`config.mk`:
```
export PLATFORM = sky130hd
export DESIGN_NAME = ahb_sram_slave
export DESIGN_NICKNAME = d
export VERILOG_FILES = /design/src/rtl/ahb_sram_pkg.sv /design/src/rtl/ahb_sram_wbuf.sv /design/src/rtl/ahb_sram_slave.sv
export SDC_FILE = /design/constraint.sdc
export NUM_CORES = 1
export LEC_CHECK = 0
export ABC_AREA = 1
export ABC_CLOCK_PERIOD_IN_PS = 4100
export BUFFER_PORTS_ARGS = -buffer_cell sky130_fd_sc_hd__buf_2
export CAP_MARGIN = 5
export CORE_MARGIN = 4
export CORE_UTILIZATION = 49
export CTS_BUF_LIST = sky130_fd_sc_hd__clkbuf_2
export DETAILED_ROUTE_END_ITERATION = 10
export PLACE_DENSITY = 0.83
export SLEW_MARGIN = 20
export SYNTH_ARGS = -nofsm -noshare
export SYNTH_HDL_FRONTEND = slang
export SYNTH_SLANG_ARGS = --single-unit
```
`constraint.sdc`:
```
create_clock -name HCLK -period 4.1 [get_ports HCLK]
set_clock_uncertainty 0.15 [all_clocks]
set_input_delay 0.41 -clock HCLK [delete_from_list [all_inputs] [get_ports HCLK]]
set_output_delay 0.41 -clock HCLK [all_outputs]
set_load 0.05 [all_outputs]
```
`src/rtl/ahb_sram_pkg.sv`:
```
`default_nettype none
// ============================================================================
// Module      : ahb_sram_pkg
// Description : Shared encodings, response-state type and byte-lane mask
//               helper for the AHB-Lite to SRAM bridge.
// Revision    : 1.0 - initial release
// ============================================================================
package ahb_sram_pkg;

    // HTRANS encodings
    localparam logic [1:0] c_HTRANS_IDLE   = 2'b00;
    localparam logic [1:0] c_HTRANS_BUSY   = 2'b01;
    localparam logic [1:0] c_HTRANS_NONSEQ = 2'b10;
    localparam logic [1:0] c_HTRANS_SEQ    = 2'b11;

    // HSIZE encodings supported by this responder
    localparam logic [2:0] c_HSIZE_BYTE = 3'd0;
    localparam logic [2:0] c_HSIZE_HALF = 3'd1;
    localparam logic [2:0] c_HSIZE_WORD = 3'd2;

    // Two-cycle ERROR response sequence
    typedef enum logic [1:0] {
        OKAY = 2'd0,
        ERR1 = 2'd1,
        ERR2 = 2'd2
    } resp_state_t;

    // Active byte lanes of a transfer. Misaligned halfword/word cases are
    // rejected as errors before the mask is ever used.
    function automatic logic [3:0] byte_mask(input logic [2:0] hsize,
                                             input logic [1:0] addr);
        case (hsize)
            c_HSIZE_BYTE: byte_mask = 4'b0001 << addr;
            c_HSIZE_HALF: byte_mask = 4'b0011 << addr;
            default:      byte_mask = 4'b1111;
        endcase
    endfunction

endpackage
`default_nettype wire

```
`src/rtl/ahb_sram_wbuf.sv`:
```
`default_nettype none
// ============================================================================
// Module      : ahb_sram_wbuf
// Description : One-entry posted write buffer. Holds the last write, drains
//               it to the SRAM whenever no read owns the SRAM port, and merges
//               buffered bytes into read data on a word-address match.
// Revision    : 1.0 - initial release
// Ports       : clk, rst          - clock, synchronous active-high reset
//               i_load_*          - write data phase completing: new contents
//               i_rd_ap           - read address phase using the SRAM this cycle
//               i_rd_addr         - word address of the current read data phase
//               i_sram_rdata      - raw SRAM read data
//               o_drain_*         - SRAM write request from the buffer
//               o_valid           - buffer holds an undrained write
//               o_rdata           - read data with buffered bytes forwarded
// ============================================================================
module ahb_sram_wbuf #(
    parameter int AW = 15
) (
    input  logic          clk,
    input  logic          rst,
    input  logic          i_load,
    input  logic [AW-1:0] i_load_addr,
    input  logic [31:0]   i_load_data,
    input  logic [3:0]    i_load_mask,
    input  logic          i_rd_ap,
    input  logic [AW-1:0] i_rd_addr,
    input  logic [31:0]   i_sram_rdata,
    output logic          o_drain,
    output logic [AW-1:0] o_drain_addr,
    output logic [31:0]   o_drain_data,
    output logic [3:0]    o_drain_mask,
    output logic          o_valid,
    output logic [31:0]   o_rdata
);

    logic          r_valid;
    logic [AW-1:0] r_addr;
    logic [31:0]   r_data;
    logic [3:0]    r_mask;
    logic          w_hit;

    // A read address phase owns the SRAM port; otherwise drain.
    assign o_drain      = r_valid & ~i_rd_ap;
    assign o_drain_addr = r_addr;
    assign o_drain_data = r_data;
    assign o_drain_mask = r_mask;
    assign o_valid      = r_valid;

    // A load in the same cycle as a drain wins: the drain has already used
    // the old contents on the SRAM port this cycle.
    always_ff @(posedge clk) begin
        if (rst) begin
            r_valid <= 1'b0;
            r_addr  <= '0;
            r_data  <= '0;
            r_mask  <= '0;
        end else if (i_load) begin
            r_valid <= 1'b1;
            r_addr  <= i_load_addr;
            r_data  <= i_load_data;
            r_mask  <= i_load_mask;
        end else if (o_drain) begin
            r_valid <= 1'b0;
        end
    end

    assign w_hit = r_valid & (r_addr == i_rd_addr);

    for (genvar i = 0; i < 4; i++) begin : g_lane
        assign o_rdata[8*i +: 8] = (w_hit & r_mask[i]) ? r_data[8*i +: 8]
                                                       : i_sram_rdata[8*i +: 8];
    end

endmodule
`default_nettype wire

```
`src/rtl/ahb_sram_slave.sv`:
```
`default_nettype none
// ============================================================================
// Module      : ahb_sram_slave
// Description : AHB-Lite responder in front of a single-port synchronous SRAM
//               with byte write enables. Zero-wait reads and posted writes
//               through a one-entry buffer; two-cycle ERROR response.
// Revision    : 1.0 - initial release
// Ports       : HCLK, HRESET      - clock, synchronous active-high reset
//               HSEL..HREADY      - AHB-Lite address/data phase inputs
//               HREADYOUT, HRESP  - slave ready and response
//               HRDATA            - read data
//               SRAMRDATA         - SRAM read data (1 cycle after strobe)
//               SRAMADDR/WDATA/WEN/CS - SRAM control
// ============================================================================
module ahb_sram_slave
    import ahb_sram_pkg::*;
#(
    parameter int AW = 15
) (
    input  logic          HCLK,
    input  logic          HRESET,
    input  logic          HSEL,
    input  logic [31:0]   HADDR,
    input  logic [1:0]    HTRANS,
    input  logic          HWRITE,
    input  logic [2:0]    HSIZE,
    input  logic [31:0]   HWDATA,
    input  logic          HREADY,
    output logic          HREADYOUT,
    output logic          HRESP,
    output logic [31:0]   HRDATA,
    input  logic [31:0]   SRAMRDATA,
    output logic [AW-1:0] SRAMADDR,
    output logic [31:0]   SRAMWDATA,
    output logic [3:0]    SRAMWEN,
    output logic          SRAMCS
);

    resp_state_t   r_state;
    resp_state_t   w_state_nxt;
    logic          r_rd_dp;
    logic          r_wr_dp;
    logic [AW-1:0] r_dp_addr;
    logic [3:0]    r_dp_mask;

    logic          w_accept;
    logic          w_size_ok;
    logic          w_err;
    logic          w_rd_ap;
    logic          w_wr_ap;
    logic          w_stall;
    logic          w_load;
    logic          w_drain;
    logic          w_buf_valid;
    logic [AW-1:0] w_drain_addr;
    logic [31:0]   w_drain_data;
    logic [3:0]    w_drain_mask;
    logic [31:0]   w_fwd_rdata;
    logic          w_unused;

    // Upper address bits alias; HTRANS[0] does not affect acceptance.
    assign w_unused = &{1'b0, HADDR[31:AW+2], HTRANS[0]};

    assign w_accept = HSEL & HREADY & HTRANS[1];

    always_comb begin
        w_size_ok = 1'b0;
        case (HSIZE)
            c_HSIZE_BYTE: w_size_ok = 1'b1;
            c_HSIZE_HALF: w_size_ok = ~HADDR[0];
            c_HSIZE_WORD: w_size_ok = (HADDR[1:0] == 2'b00);
            default:      w_size_ok = 1'b0;
        endcase
    end

    assign w_err   = w_accept & ~w_size_ok;
    assign w_rd_ap = w_accept &  w_size_ok & ~HWRITE;
    assign w_wr_ap = w_accept &  w_size_ok &  HWRITE;

    // Write data phase immediately after another write: the buffer is still
    // full (loaded at the end of the previous cycle). If a read is knocking,
    // it would block the drain and the load would overwrite undrained data,
    // so hold the bus one cycle; the drain runs and the load follows.
    // Deliberately independent of HREADY to avoid a combinational loop.
    assign w_stall = r_wr_dp & w_buf_valid & HSEL & HTRANS[1] & ~HWRITE & w_size_ok;

    assign w_load  = r_wr_dp & HREADY;

    // Data-phase tracking advances only when the bus advances
    always_ff @(posedge HCLK) begin
        if (HRESET) begin
            r_rd_dp   <= 1'b0;
            r_wr_dp   <= 1'b0;
            r_dp_addr <= '0;
            r_dp_mask <= '0;
        end else if (HREADY) begin
            r_rd_dp <= w_rd_ap;
            r_wr_dp <= w_wr_ap;
            if (w_rd_ap | w_wr_ap) begin
                r_dp_addr <= HADDR[AW+1:2];
                r_dp_mask <= byte_mask(HSIZE, HADDR[1:0]);
            end
        end
    end

    // Response FSM: state register
    always_ff @(posedge HCLK) begin
        if (HRESET) r_state <= OKAY;
        else        r_state <= w_state_nxt;
    end

    // Response FSM: next state and outputs
    always_comb begin
        w_state_nxt = r_state;
        HREADYOUT   = 1'b1;
        HRESP       = 1'b0;
        case (r_state)
            OKAY: begin
                HREADYOUT = ~w_stall;
                if (w_err) w_state_nxt = ERR1;
            end
            ERR1: begin
                HREADYOUT   = 1'b0;
                HRESP       = 1'b1;
                w_state_nxt = ERR2;
            end
            ERR2: begin
                HRESP       = 1'b1;
                w_state_nxt = w_err ? ERR1 : OKAY;
            end
            default: w_state_nxt = OKAY;
        endcase
        if (HRESET) begin
            HREADYOUT = 1'b1;
            HRESP     = 1'b0;
        end
    end

    ahb_sram_wbuf #(
        .AW (AW)
    ) u_wbuf (
        .clk          (HCLK),
        .rst          (HRESET),
        .i_load       (w_load),
        .i_load_addr  (r_dp_addr),
        .i_load_data  (HWDATA),
        .i_load_mask  (r_dp_mask),
        .i_rd_ap      (w_rd_ap),
        .i_rd_addr    (r_dp_addr),
        .i_sram_rdata (SRAMRDATA),
        .o_drain      (w_drain),
        .o_drain_addr (w_drain_addr),
        .o_drain_data (w_drain_data),
        .o_drain_mask (w_drain_mask),
        .o_valid      (w_buf_valid),
        .o_rdata      (w_fwd_rdata)
    );

    // SRAM port: a read strobe always takes priority over a drain
    always_comb begin
        SRAMCS    = 1'b0;
        SRAMWEN   = 4'b0000;
        SRAMADDR  = '0;
        SRAMWDATA = '0;
        if (!HRESET) begin
            if (w_rd_ap) begin
                SRAMCS   = 1'b1;
                SRAMADDR = HADDR[AW+1:2];
            end else if (w_drain) begin
                SRAMCS    = 1'b1;
                SRAMADDR  = w_drain_addr;
                SRAMWDATA = w_drain_data;
                SRAMWEN   = w_drain_mask;
            end
        end
    end

    assign HRDATA = (!HRESET && r_rd_dp) ? w_fwd_rdata : 32'h0;

endmodule
`default_nettype wire

```
======== Word-level counts from Yosys, hierarchy flattened ========
Index checks and enable logic that the tools add are counted.
word-level totals
  flip-flop bits (word level) ............. 75
  bits in latches ......................... 0
  RAM bits ................................ 0
  bits in read-only memories .............. 0
  bits of input ports ..................... 106
  output and inout port bits .............. 86
  logic and storage cells ................. 77
  memories ................................ 0
operators by class
  $add $sub $neg .......................... 0
  $mul .................................... 0
  divide/modulo/power cells ............... 0
  magnitude comparators ................... 0
  equal/unequal tests ..................... 6
  shift operators ......................... 2
  muxes and demuxes ....................... 28
  bitwise gates (word level) .............. 24
  reductions and logical operators ........ 8
operators with widths
  operator               count
  $mux W32               4
  $mux W15               3
  $mux W8                4
  $and A1 B1 Y1          18
  $eq A15 B15 Y1         1
  $mux W4                3
  $mux W1                9
  $pmux W4 S2            1
  $pmux W2 S3            1
  $not A1 Y1             5
  $logic_not A2 Y1       2
  $shl A1 B2 Y4 const A  1
  $shl A2 B2 Y4 const A  1
  $eq A3 B1 Y1 const B   1
  $eq A3 B2 Y1 const B   1
  $logic_not A3 Y1       1
  $pmux W1 S3            1
  $eq A2 B1 Y1 const B   1
  $eq A2 B2 Y1 const B   1
  $mux W2                1
  $ne A2 B2 Y1 const B   1
  $pmux W1 S2            1
  $reduce_and A2 Y1      1
  $reduce_bool A2 Y1     1
  4 further kinds        4

======== Depth between registers and ports, before layout ========
  depth in word-level cells ............... 9
  depth in mapped cells ................... 11
  depth with buffers taken out ............ 10

======== By module ========
From an unflattened synthesis, not the netlist that was laid out.
second synthesis, totals
  cell total of the unflattened synthesis .. 788
  area total of the unflattened synthesis .. 4852.2 um^2
by module, submodules not included
  module          instances  cells each  area each (um^2)  seq. area each (um^2)
  ahb_sram_wbuf   1          406         2746.4            1041.0
  ahb_sram_slave  1          382         2105.8            460.4

======== Worst setup path before layout ========
No wires, ideal clock.
  path kind ............................... in2out
  from .................................... input port HSIZE[2]
  to ...................................... output port SRAMADDR[10]
  arrival ................................. 2.064 ns
  data required time ...................... 3.540 ns
  path slack .............................. 1.476 ns
  stages .................................. 10
  buffers on the path ..................... 1
  path through ............................ inv_2 -> nand2_1 -> nor2_2 -> nand2_1 -> nand2_1 -> nand3b_4 -> inv_2 -> buf_6 -> nand2_1 -> a21oi_1
on the way
  cells in the longest elaborated chain, start to end .. 9
  elaborated cells on any way between the ends .. 11
  those cells by class .................... 2 x eq/ne; 4 x mux; 4 x bitwise; 1 x reduce/logical
ends and longest elaborated chain
  element                               line                   source
  start, declared                       ahb_sram_slave.sv:26   input logic [2:0] HSIZE,
  $eq A3 B2 Y1 (tied with other cells)  ahb_sram_slave.sv:68   case (HSIZE)
  $pmux W1 S3 *                         ahb_sram_slave.sv:68
  $and A1 B1 Y1 * (2 in series)         ahb_sram_slave.sv:77   assign w_rd_ap = w_accept & w_size_ok & ~HWRITE;
  $not A1 Y1                            ahb_sram_wbuf.sv:44    assign o_drain = r_valid & ~i_rd_ap;
  $and A1 B1 Y1                         ahb_sram_wbuf.sv:44
  $mux W15                              ahb_sram_slave.sv:169  end else if (w_drain) begin
  $mux W15 *                            ahb_sram_slave.sv:166  if (w_rd_ap) begin
  $mux W15 *                            ahb_sram_slave.sv:165  if (!HRESET) begin
  end, declared                         ahb_sram_slave.sv:33   output logic [AW-1:0] SRAMADDR,
Every way passes the cells marked *; elsewhere a longest branch is shown, timed or not.

======== Final worst setup path ========
  from .................................... input port HREADY
  to ...................................... output port SRAMWDATA[24]
on the way
  cells in the longest elaborated chain, start to end .. 9
ends and longest elaborated chain
  element                        line                   source
  start, declared                ahb_sram_slave.sv:28   input logic HREADY,
  $and A1 B1 Y1 * (2 in series)  ahb_sram_slave.sv:64   assign w_accept = HSEL & HREADY & HTRANS[1];
  $and A1 B1 Y1 * (2 in series)  ahb_sram_slave.sv:77
  $not A1 Y1                     ahb_sram_wbuf.sv:44
  $and A1 B1 Y1                  ahb_sram_wbuf.sv:44
  $mux W32                       ahb_sram_slave.sv:169
  $mux W32 *                     ahb_sram_slave.sv:166
  $mux W32 *                     ahb_sram_slave.sv:165
  end, declared                  ahb_sram_slave.sv:34   output logic [31:0] SRAMWDATA,
Marks and branches as above.

==> impl_results.md <==
- Status: complete, no violations
- Largest net degree at the start of global routing: 74
- CP max FO: 36
- Yosys reg bits: 75
- DPL Wire Length: 8830 um
- Synth cell types: 21
- Die span in y: 102 um
- WL/cell: approximately 13 um
- Max transition margin: 26.9%
- Syn Area/Cell: between 5 and 6 sq um
- Share of cells above drive strength 1: 23.6%
- Initial cell density of the core: 49.9%
- Layout area overhead: 30.8%
- Synth Cell Area: 0.00433 sq mm
- Drt first pass iters: 5
- Sequential cell area fraction in the yosys report: 34.6%
- Bufs and invs on worst path: 4
- Min-delay worst type: primary input to flip-flop
- Slowest stage delay, CP: between 0.6 and 0.7 ns
- Most common cell after layout, fill and taps aside: nand2_1
- Die area: 0.0104 sq mm
- Initial antenna violation count: 0
- Fmax: approximately 310 MHz
- N_diodes: 0
- Worst Reg-to-Reg Cells: 4
- Core region area: 0.00868 sq mm
- Fin crit period: around 3.3 ns
- Critical path startpoint category: primary input
- Crit path max-delay cell type: nand2_2
- Total power: 1.33 mW
- Routed wire length: 13,100 um
- CP endpoint kind: output port
- Vias in the first global route: 4,381
- Postcts setup bufs: 0
- Clock Latency Late Sink: approximately 0.5 ns
- Hold-critical path depth: 3
- DRC viols: 0
- Max Cap Violations: 0
- Syn. warnings: 0
- # rows: 34
- Worst VDD drop: 0.000162 V
- DR vias: 5,068
- GR Util All Layers: 24.1%
- GPL Wtd Cong: 0.848
- Most frequent cells in the layout: 188 x nand2_1, 175 x buf_2, 163 x nor2_1, 87 x a21oi_1, 75 x dfxtp_1
- Actual slew at the worst max-slew pin: ~1.1 ns
- Hold Fails Final Rpt: 0
- # clock sinks: 75
- Final period utilization: 79.7%
- Unrepaired setup endpoints after global routing: false
- Fill cells: ~760
- CTS max path bufs: 2
- Num ports: 192
- Clock transition at path regs: between 0.15 and 0.2 ns
- Crit Path Class: primary input to output port
- Nets@finish: 1,026
- Die X-Extent: about 100 um
- CP top delay family: simple AND/OR/NAND/NOR gates
- TritonCTS Buffers: 9
- Critical path depth: 8
- DR iter-0 viols: 278
- Crit path cell chain: dlygate4sd3_1 -> buf_2 -> inv_1 -> nor2_1 -> nand3b_4 -> nand2_2 -> nor2_1 -> buf_2
- CP arrival: between 2 and 3 ns
- Routed Antenna Nets: 0
- First-pass GRT wire length: 20,200 um
- Setup TNS: 0 ns
- Fin. max-slew vios: 0
- Synthesized net count: about 840
- Mapped Cells: 725
- CTS tree: built
- Routed vias/inst: 4.93
- Pwr/cell area: 235 mW/mm^2
- CP Data Required Time: 3.54 ns
- Fin util: around two thirds
- # setup viols final: 0
- GRT overflow: 0
- CTS Root Cell: clkbuf_2
- # port buffers: 175
- LEAKAGE: around 3.1 nW
- CTS H-tree lvls: 3
==> cells by family (layout without fill, tap and decap cells) <==
group | Yosys count | count (layout) | synth area share (%)
fa+ha+maj | 5 | 5 | 1.44
compound gates | 131 | 131 | 15.1
buf+inv | 122 | 317 | 11.5
flops | 75 | 75 | 34.6
simple gates | 392 | 392 | 37.2
==> state kept, by name, summed over array words and instances (netlist names) <==
| name | flops |
|---|---|
| u_wbuf.o_drain_data | 32 |
| r_dp_addr | 15 |
| u_wbuf.o_drain_addr | 15 |
| r_dp_mask | 4 |
| u_wbuf.o_drain_mask | 4 |
| r_state | 2 |
| r_rd_dp | 1 |
| r_wr_dp | 1 |
| u_wbuf.o_valid | 1 |
==> path summary, 6_finish.rpt <==
kind                startpoint                 endpoint  slack (ns)
setup reg to reg       r_wr_dp  u_wbuf.o_drain_addr[10]        2.35
setup / recovery        HREADY            SRAMWDATA[24]        0.83
hold reg to reg   r_dp_addr[1]             r_dp_addr[1]        0.33
hold / removal        HADDR[2]             r_dp_addr[0]       0.005
==> metrics by stage <==
step	cell area [sq um]	setup slack (ns)	hold slack, ns	cells
after floorplan	4330	1.48	0.296	725
after detailed placement	5200	1.28	0.309	975
after global placement	5200	1.28	0.307	975
after global routing	5670	0.643	0.00484	1028
final	5670	0.832	0.00453	1028
after CTS	5630	0.875	0.00186	1024
==> worst register-to-register path, cell delays in order, from the launching register on <==
cell	delay, ns
dfxtp_1	0.38
nand2_2	0.43
buf_4	0.45
o21ai_0	0.15
a21oi_1	0.16
==> report_power, final <==
group | internal, mW | total (mW) | switching, mW | leakage (nW)
Sequential | 0.739 | 0.747 | 0.00733 | 0.605
Clock | 0.133 | 0.389 | 0.257 | 0.0642
Combinational | 0.0871 | 0.194 | 0.107 | 2.41
Total | 0.959 | 1.33 | 0.371 | 3.08
==> cell type report <==
| cell class | instances | area (sq um) | area share (%) |
|---|---|---|---|
| Multi-Input combinational cell | 528 | 2330 | 41.2 |
| Clock buffer | 9 | 45.0 | 0.794 |
| Clock inverter | 7 | 58.8 | 1.04 |
| Tap cell | 108 | 135 | 2.38 |
| Inverter | 85 | 319 | 5.63 |
| Timing Repair Buffer | 216 | 1280 | 22.5 |
| Sequential cell | 75 | 1500 | 26.5 |
==> synthesized netlist by cell type <==
| library cell | n | share of area (%) |
|---|---|---|
| nand3_1 | 22 | 2.5 |
| dfxtp_1 | 75 | 35 |
| nand3b_4 | 1 | 0.46 |
| nand2_2 | 3 | 0.43 |
| buf_2 | 10 | 1.2 |
| clkbuf_1 | 21 | 1.8 |
| buf_6 | 4 | 1.0 |
| ha_1 | 5 | 1.4 |
| nand2_1 | 189 | 16 |
| nor2_8 | 2 | 0.92 |
| buf_1 | 2 | 0.17 |
| nand3_4 | 2 | 0.81 |
| nor3_1 | 1 | 0.12 |
| nand4_1 | 5 | 0.72 |
| nor2_2 | 2 | 0.29 |
| a21oi_1 | 87 | 10 |
| nand3_2 | 2 | 0.46 |
| inv_1 | 74 | 6.4 |
| nor2_1 | 163 | 14 |
| o21ai_0 | 44 | 5.1 |
| inv_2 | 11 | 0.95 |
==> routing by layer <==
metal | global-route usage (%) | part of all wire, % | routed length [um]
met1 | 31.8 | 44 | 5690
met2 | 39.0 | 47 | 6110
met3 | 4.85 | 7.4 | 961
met4 | 8.78 | 2.2 | 293
met5 | 0 | 0 | 0
==> what timing repair did <==
item,in CTS,in global routing
hold buffers,33,4
gates resized for setup,0,0
endpoints found under the hold margin,33,4
Note: power is estimated with default switching activity, not from simulation.
